`src/rtl/rand_inj_pkg.sv`:
```
// ----------------------------------------------------------------------------
// rand_inj_pkg
// Shared definitions for the random-valid injector:
//   - FSM state encoding
//   - 8-bit LFSR tap mask (taps 7,5,4,3) and zero-seed substitute
//   - helpers for one LFSR step and seed sanitising
// ----------------------------------------------------------------------------
package rand_inj_pkg;

    typedef enum logic [1:0] {
        ST_IDLE  = 2'd0,
        ST_DELAY = 2'd1,
        ST_OFFER = 2'd2
    } inj_state_t;

    // Feedback taps at bit positions 7, 5, 4 and 3.
    localparam logic [7:0] LFSR_TAP_MASK = 8'b1011_1000;

    // An all-zero LFSR would lock up, so a zero seed is replaced by this.
    localparam logic [7:0] LFSR_ZERO_SEED = 8'h01;

    function automatic logic [7:0] lfsr_next(input logic [7:0] cur);
        return {cur[6:0], ^(cur & LFSR_TAP_MASK)};
    endfunction

    function automatic logic [7:0] seed_fixup(input logic [7:0] seed);
        return (seed == 8'h00) ? LFSR_ZERO_SEED : seed;
    endfunction

endpackage

```
`src/rtl/lfsr8_step.sv`:
```
// ----------------------------------------------------------------------------
// lfsr8_step
// 8-bit Fibonacci LFSR register that steps only when asked.
// Ports:
//   clock   - rising-edge clock
//   reset   - synchronous active-high; loads the (sanitised) seed
//   seed    - seed value, sampled only while reset is high
//   advance - step the LFSR by one position on this edge
//   value   - current LFSR contents
// ----------------------------------------------------------------------------
module lfsr8_step
    import rand_inj_pkg::*;
(
    input  logic       clock,
    input  logic       reset,
    input  logic [7:0] seed,
    input  logic       advance,
    output logic [7:0] value
);

    always_ff @(posedge clock) begin
        if (reset) begin
            value <= seed_fixup(seed);
        end else if (advance) begin
            value <= lfsr_next(value);
        end
    end

endmodule

```
`src/rtl/rand_valid_injector.sv`:
```
// ----------------------------------------------------------------------------
// rand_valid_injector
// Single-entry valid/ready stage that holds each accepted request for a
// pseudo-random number of cycles (0..MAX_DELAY) before offering it
// downstream. A sticky flag reports a downstream stall of TIMEOUT cycles.
// Parameters:
//   DATA_W    - payload width
//   MAX_DELAY - largest inserted delay in cycles (0..255)
//   TIMEOUT   - unacknowledged offer cycles before timeout sets (1..65535)
// Ports:
//   clock, reset   - rising-edge clock, synchronous active-high reset
//   dynamic_seed   - LFSR seed, sampled only while reset is high
//   in_valid/ready - upstream handshake, in_data payload
//   out_valid/ready- downstream handshake, out_data registered payload
//   busy           - high whenever the FSM is not idle
//   timeout        - sticky stall-error flag, cleared only by reset
// ----------------------------------------------------------------------------
module rand_valid_injector
    import rand_inj_pkg::*;
#(
    parameter int unsigned DATA_W    = 32,
    parameter int unsigned MAX_DELAY = 20,
    parameter int unsigned TIMEOUT   = 255
) (
    input  logic              clock,
    input  logic              reset,
    input  logic [7:0]        dynamic_seed,
    input  logic              in_valid,
    output logic              in_ready,
    input  logic [DATA_W-1:0] in_data,
    output logic              out_valid,
    input  logic              out_ready,
    output logic [DATA_W-1:0] out_data,
    output logic              busy,
    output logic              timeout
);

    // Modulus held in 9 bits so MAX_DELAY = 255 (modulus 256) stays exact.
    localparam logic [8:0]  DELAY_MOD   = 9'(MAX_DELAY + 1);
    localparam logic [15:0] TIMEOUT_LIM = 16'(TIMEOUT);

    inj_state_t        state;
    inj_state_t        state_nxt;
    logic              accept;
    logic [7:0]        lfsr_val;
    logic [7:0]        target_nxt;
    logic [7:0]        target;
    logic [7:0]        delay_cnt;
    logic [15:0]       wait_cnt;
    logic [DATA_W-1:0] data_q;
    logic              timeout_q;
    logic              offer_entry;
    logic              stall_cycle;

    // ------------------------------------------------------------------
    // LFSR: advances only on an accepted request.
    // ------------------------------------------------------------------
    lfsr8_step u_lfsr (
        .clock   (clock),
        .reset   (reset),
        .seed    (dynamic_seed),
        .advance (accept),
        .value   (lfsr_val)
    );

    assign target_nxt = 8'({1'b0, lfsr_val} % DELAY_MOD);

    // ------------------------------------------------------------------
    // FSM state register
    // ------------------------------------------------------------------
    always_ff @(posedge clock) begin
        if (reset) begin
            state <= ST_IDLE;
        end else begin
            state <= state_nxt;
        end
    end

    // ------------------------------------------------------------------
    // FSM next-state and state-decoded outputs
    // ------------------------------------------------------------------
    always_comb begin
        state_nxt = state;
        accept    = 1'b0;
        in_ready  = 1'b0;
        out_valid = 1'b0;
        busy      = 1'b1;

        unique case (state)
            ST_IDLE: begin
                // Held low during reset so nothing upstream sees a
                // handshake that the reset edge would then discard.
                in_ready = ~reset;
                busy     = 1'b0;
                if (in_valid) begin
                    accept    = 1'b1;
                    state_nxt = (target_nxt == 8'd0) ? ST_OFFER : ST_DELAY;
                end
            end
            ST_DELAY: begin
                // delay_cnt starts at 0, so this exits after exactly
                // target cycles in DELAY.
                if (delay_cnt == target - 8'd1) begin
                    state_nxt = ST_OFFER;
                end
            end
            ST_OFFER: begin
                out_valid = 1'b1;
                if (out_ready) begin
                    state_nxt = ST_IDLE;
                end
            end
            default: begin
                state_nxt = ST_IDLE;
            end
        endcase
    end

    assign offer_entry = (state != ST_OFFER) && (state_nxt == ST_OFFER);
    assign stall_cycle = (state == ST_OFFER) && !out_ready;

    // ------------------------------------------------------------------
    // Payload and target capture (only on accept)
    // ------------------------------------------------------------------
    always_ff @(posedge clock) begin
        if (reset) begin
            data_q <= '0;
            target <= '0;
        end else if (accept) begin
            data_q <= in_data;
            target <= target_nxt;
        end
    end

    // ------------------------------------------------------------------
    // Delay counter: runs only while staying in DELAY, zero otherwise.
    // ------------------------------------------------------------------
    always_ff @(posedge clock) begin
        if (reset) begin
            delay_cnt <= '0;
        end else if ((state == ST_DELAY) && (state_nxt == ST_DELAY)) begin
            delay_cnt <= delay_cnt + 8'd1;
        end else begin
            delay_cnt <= '0;
        end
    end

    // ------------------------------------------------------------------
    // Stall watchdog: counts OFFER cycles without out_ready, saturating
    // at TIMEOUT. The flag sets on the edge the count reaches TIMEOUT and
    // is sticky; the offer itself keeps going.
    // ------------------------------------------------------------------
    always_ff @(posedge clock) begin
        if (reset) begin
            wait_cnt  <= '0;
            timeout_q <= 1'b0;
        end else if (offer_entry) begin
            wait_cnt <= '0;
        end else if (stall_cycle && (wait_cnt != TIMEOUT_LIM)) begin
            wait_cnt <= wait_cnt + 16'd1;
            if (wait_cnt == TIMEOUT_LIM - 16'd1) begin
                timeout_q <= 1'b1;
            end
        end
    end

    assign out_data = data_q;
    assign timeout  = timeout_q;

endmodule

```
`config.mk`:
```
export PLATFORM = sky130hd
export DESIGN_NAME = rand_valid_injector
export DESIGN_NICKNAME = d
export VERILOG_FILES = /design/src/rtl/rand_inj_pkg.sv /design/src/rtl/lfsr8_step.sv /design/src/rtl/rand_valid_injector.sv
export SDC_FILE = /design/constraint.sdc
export NUM_CORES = 1
export LEC_CHECK = 0
export CAP_MARGIN = 20
export CORE_ASPECT_RATIO = 0.75
export CORE_UTILIZATION = 35
export CTS_CLUSTER_SIZE = 25
export DETAILED_ROUTE_END_ITERATION = 6
export HOLD_SLACK_MARGIN = 0.12
export SYNTH_ARGS = -nofsm -noshare
export SYNTH_HDL_FRONTEND = slang
export SYNTH_HIERARCHICAL = 1
export SYNTH_SLANG_ARGS = --single-unit
```
`constraint.sdc`:
```
create_clock -name clock -period 3.35 [get_ports clock]
set_input_delay 1.005 -clock clock [delete_from_list [all_inputs] [get_ports clock]]
set_output_delay 1.005 -clock clock [all_outputs]
set_load 0.1 [all_outputs]
```
==> impl_summary.md <==
Setup path
In this run the register-to-register setup slack is 0.16 ns. The cell at the slowest stage of the critical path is sky130_fd_sc_hd__edfxtp_1. The startpoint kind of the worst setup timing path is a flip-flop. The startpoint identified for the worst register-to-register timing path is u_lfsr/value[3]$_DFFE_PP_. The maximum fanout along the worst path is 18.

The path type of the worst setup path is flip-flop to flip-flop. The delay contributed by the slowest stage of the critical path is ~0.48 ns. The cell with the most instances on the worst path is sky130_fd_sc_hd__nand4_1.

The worst reg2reg path depth is 12. In this run the critical register-to-register path is captured at wait_cnt[12]$_SDFFE_PP0P_. Grouping stages by cell kind, the critical path spends the most delay in compound AO/OA/AOI/OAI gates. The endpoint kind of the worst setup timing path is a flip-flop.

The signal on the critical path passes through dlymetal6s2s_1 > nand2b_1 > o2bb2ai_4 > nand4_1 > o211ai_1 > buf_4 > nand2_1 > a32oi_1 > nand4_1 > a221oi_4 > buf_12 > a211oi_1. For the worst setup path, the data arrival time is roughly 3.4 ns. The worst path buffer plus inverter count is 3. The data required time of the critical path is 3.53 ns.

Worst hold path
The startpoint identified for the worst hold timing path is out_data[7]$_SDFFE_PP0P_. The worst hold path was traced through 2 stages. The endpoint of the worst hold-timing path is out_data[7]$_SDFFE_PP0P_.

The tightest min-delay check is of the flip-flop to flip-flop type.

Die
In this run the standard cell core region covers ~0.012 mm². The number of top-level pins is 80. The floorplan die height is 99.0 µm. The floorplan has 35 rows. Once the floorplan was initialized, standard cells occupied 35.8% of the core.

The die width is 131 µm. The total die area is 0.0130 mm².

Layout
The area growth from synthesis to layout is 28.9%. Once layout is complete, the utilization of the core stands at about 46%. The fraction of final layout cells sized beyond drive strength 1 is 19.8%. With fillers left out, the area of the finished cells amounts to 0.00566 mm². The number of nets in the layout is 660.

Global routing
The initial antenna violation count is 1. The first-pass GRT wire length is roughly 19000 µm. For this run the aggregate overflow at the end of global routing stands at 0. Entering global routing, the biggest net connects 53 pins. The overall track demand over capacity in global routing is 17.8%. The via count of the first global-routing pass came to between 3000 and 4000.

CTS
In this run the number of H-tree levels came out at 3. The clock latency on the worst-skew pair is roughly 0.34 ns. The largest buffer count on any clock path is 2. CTS saw 75 sinks. The clock root buffer is sky130_fd_sc_hd__clkbuf_16.

TritonCTS built the clock tree. The clock transition at the registers of the reported paths is roughly 0.06 ns. For this design, the CTS-stage hold fixing added 0 buffers. The total CTS buffers is 9.

STA
The final-report max-slew violation count is 0. Of the available clock period, the critical path in the final layout requires around 95%. Setup violations remaining at the end of the flow were counted as 0. The least setup slack across all paths after layout is 0.165 ns. Clock skew on the completed layout was measured at between 0.008 and 0.009 ns. The transition time at the pin with the least slew margin is 0.691 ns. The worst path needs 3.19 ns of the cycle, external delays included. Derived from the worst setup path, the maximum achievable clock frequency is 0.314 GHz.

The final-report hold violation count was 0. The worst slew margin relative to its limit is 53.9%.

Place
The number of port buffers is 79. Timing analysis after detailed placement gives a worst setup slack of 0.162 ns. The placed instances occupy a cell area of 0.00529 mm². The HPWL after detailed placement is 7990 µm. The final weighted congestion of routability-driven global placement is 0.903.

Yosys
After synthesis, the netlist uses 72 different library cells. After synthesis, the largest area contributor takes up 30.5% of total cell area. During synthesis, Yosys emitted a total of 6 warnings. The number of register bits inferred by synthesis is 75. The synthesized netlist cell count is 526. In the post-synthesis netlist, the cell with the most instances is sky130_fd_sc_hd__nand2_1. By area the synthesized netlist is led by sky130_fd_sc_hd__dfxtp_1, sky130_fd_sc_hd__nand2_1, sky130_fd_sc_hd__edfxtp_1, sky130_fd_sc_hd__a21oi_1, sky130_fd_sc_hd__xor2_1.

Counting every net in the synthesized netlist gives 574. The post-synthesis cell type with the largest combined area is sky130_fd_sc_hd__dfxtp_1. The async set or reset register ratio after synthesis is 0%. The number of enable flip-flop cells after synthesis is 8.

The sequential cell area fraction in the yosys report is 36.0%. In this run the cell area of the synthesized design comes to 0.00439 mm². After synthesis, the most frequently instantiated cells are sky130_fd_sc_hd__nand2_1, sky130_fd_sc_hd__dfxtp_1, sky130_fd_sc_hd__a21oi_1.

The average cell area after synthesis is 8.35 µm². The predominant post-synthesis flop cell is sky130_fd_sc_hd__dfxtp_1.

Detailed routing
The aggregate routed wire length is roughly 11000 µm. The number of DRC markers in iteration 0 is 187. The number of routed nets with antenna violations is 0. Across all layers, the routed design uses 4103 vias. The number of vias per cell after detailed routing is between 5 and 6. The first detailed-routing pass ran for 5 iterations.

The routed wire length per instance is around 15 µm. The DRC violation count after routing is 0.

Power
The total internal power is 2.17 mW. The overall power consumption is 3.71 mW. The power density over the cells is 655 mW/mm². The share of power burned in registers is 29.0%. The share of power burned in the clock network is between 20% and 30%. The analysis attributes to cell leakage a power of 2.17 nW.

The switching part of the total is 41.6%. The net switching power is 1.54 mW. Combinational logic is responsible for around 45% of the overall power.

The worst ir drop on vdd is 302 µV.

Flow run
The number of max-cap violations is 0.

Status
The run finished with clean final reports.
-- worst max-delay path by stage --
stage                                          from                         to  slack, ns  cells after the start
after global placement    u_lfsr/value[3]$_DFFE_PP_   wait_cnt[9]$_SDFFE_PP0P_       0.21                     11
after detailed placement  u_lfsr/value[3]$_DFFE_PP_  wait_cnt[15]$_SDFFE_PP0P_       0.16                     11
final                     u_lfsr/value[3]$_DFFE_PP_  wait_cnt[12]$_SDFFE_PP0P_       0.16                     12
after CTS                 u_lfsr/value[3]$_DFFE_PP_  wait_cnt[12]$_SDFFE_PP0P_       0.12                     11
after floorplan                               reset                   in_ready       0.16                      3
after global routing      u_lfsr/value[3]$_DFFE_PP_   wait_cnt[9]$_SDFFE_PP0P_      -0.02                     12
-- registers in the layout, summed over array words and instances, names as in the netlist --
name and cells:
out_data 32, wait_cnt 16, delay_cnt 8, target 8
u_lfsr/value 8, state 2, timeout 1
-- cell type report --
| cell class | instances | area (µm²) |
|---|---|---|
| antenna | 1 | 2.50 |
| multi-input combinational | 405 | 2590 |
| clock buffer | 10 | 229 |
| timing repair buffer | 108 | 943 |
| clock inverter | 6 | 63.8 |
| inverter | 13 | 48.8 |
| fill | 1208 | 6600 |
| tap | 166 | 208 |
| sequential | 75 | 1580 |
-- placed cells by master (no fill, tap or decap), types with 3 or more instances in the layout --
master / count
sky130_fd_sc_hd__buf_4: 62
sky130_fd_sc_hd__ha_1: 4
sky130_fd_sc_hd__nor4_1: 4
sky130_fd_sc_hd__nand3_1: 20
sky130_fd_sc_hd__and3_1: 6
sky130_fd_sc_hd__xnor2_1: 17
sky130_fd_sc_hd__or3_1: 3
sky130_fd_sc_hd__nor2_1: 41
sky130_fd_sc_hd__or4_1: 3
sky130_fd_sc_hd__a211oi_1: 12
sky130_fd_sc_hd__mux2_2: 8
sky130_fd_sc_hd__and4_1: 3
sky130_fd_sc_hd__and2_1: 6
sky130_fd_sc_hd__nand2_1: 92
sky130_fd_sc_hd__a211oi_2: 11
sky130_fd_sc_hd__nand4_1: 9
sky130_fd_sc_hd__a21oi_1: 46
sky130_fd_sc_hd__dfxtp_1: 67
sky130_fd_sc_hd__inv_1: 12
sky130_fd_sc_hd__clkdlybuf4s50_1: 42
sky130_fd_sc_hd__nor3_1: 9
sky130_fd_sc_hd__nand2b_1: 3
sky130_fd_sc_hd__clkbuf_16: 9
sky130_fd_sc_hd__o21ai_1: 4
sky130_fd_sc_hd__a22o_1: 3
sky130_fd_sc_hd__o21ai_0: 12
sky130_fd_sc_hd__nor3b_1: 3
sky130_fd_sc_hd__o31ai_2: 3
sky130_fd_sc_hd__a31oi_1: 5
sky130_fd_sc_hd__edfxtp_1: 8
sky130_fd_sc_hd__nor2b_1: 5
sky130_fd_sc_hd__o31ai_1: 3
sky130_fd_sc_hd__xor2_1: 21
sky130_fd_sc_hd__o211ai_1: 4
-- power by group through the flow --
stage	combinational (mW)	sequential, mW	clock, mW
after floorplan	0.974	1.36	0
after detailed placement	1.59	1.10	0
after global placement	1.57	1.09	0
after global routing	1.78	1.09	1.04
final	1.65	1.08	0.982
after CTS	1.60	1.08	1.01
-- routing by layer --
layer	track usage, %	wire, µm
met5	0	0
met1	25.3	5710
met2	26.6	5110
met3	3.65	417
met4	6.35	191
-- cell families after synthesis --
| group | Yosys count | synth area share, % |
|---|---|---|
| xor gates and xnor gates | 38 | 7.58 |
| AOI/OAI and AO/OA | 134 | 23.1 |
| muxes | 12 | 3.19 |
| DFF | 75 | 36.0 |
| and+or+nand+nor | 216 | 23.2 |
| adders and majority gates | 5 | 1.37 |
| buffers and inverters | 46 | 5.58 |
-- metrics by stage --
step                TNS [ns]  hold slack, ns  cells
finish                     0           0.453    784
global route          -0.142           0.478    784
CTS                        0           0.456    776
detailed placement         0           0.448    760
global placement           0           0.443    760
floorplan                  0           0.450    526
-- what timing repair did --
action / CTS / global route
gates resized for setup: 0 / 2
setup endpoints to repair: 0 / 18
endpoints found under the hold margin: 0 / 0
buffers inserted: 0 / 7
-- worst reg2reg max path, stage by stage (launching register included) --
cell                             delay, ns
sky130_fd_sc_hd__edfxtp_1             0.48
sky130_fd_sc_hd__dlymetal6s2s_1       0.23
sky130_fd_sc_hd__nand2b_1             0.23
sky130_fd_sc_hd__o2bb2ai_4            0.26
sky130_fd_sc_hd__nand4_1              0.17
sky130_fd_sc_hd__o211ai_1             0.22
sky130_fd_sc_hd__buf_4                0.19
sky130_fd_sc_hd__nand2_1              0.07
sky130_fd_sc_hd__a32oi_1              0.33
sky130_fd_sc_hd__nand4_1              0.21
sky130_fd_sc_hd__a221oi_4             0.37
sky130_fd_sc_hd__buf_12               0.21
sky130_fd_sc_hd__a211oi_1             0.09
Power figures use the tool's default switching activity.
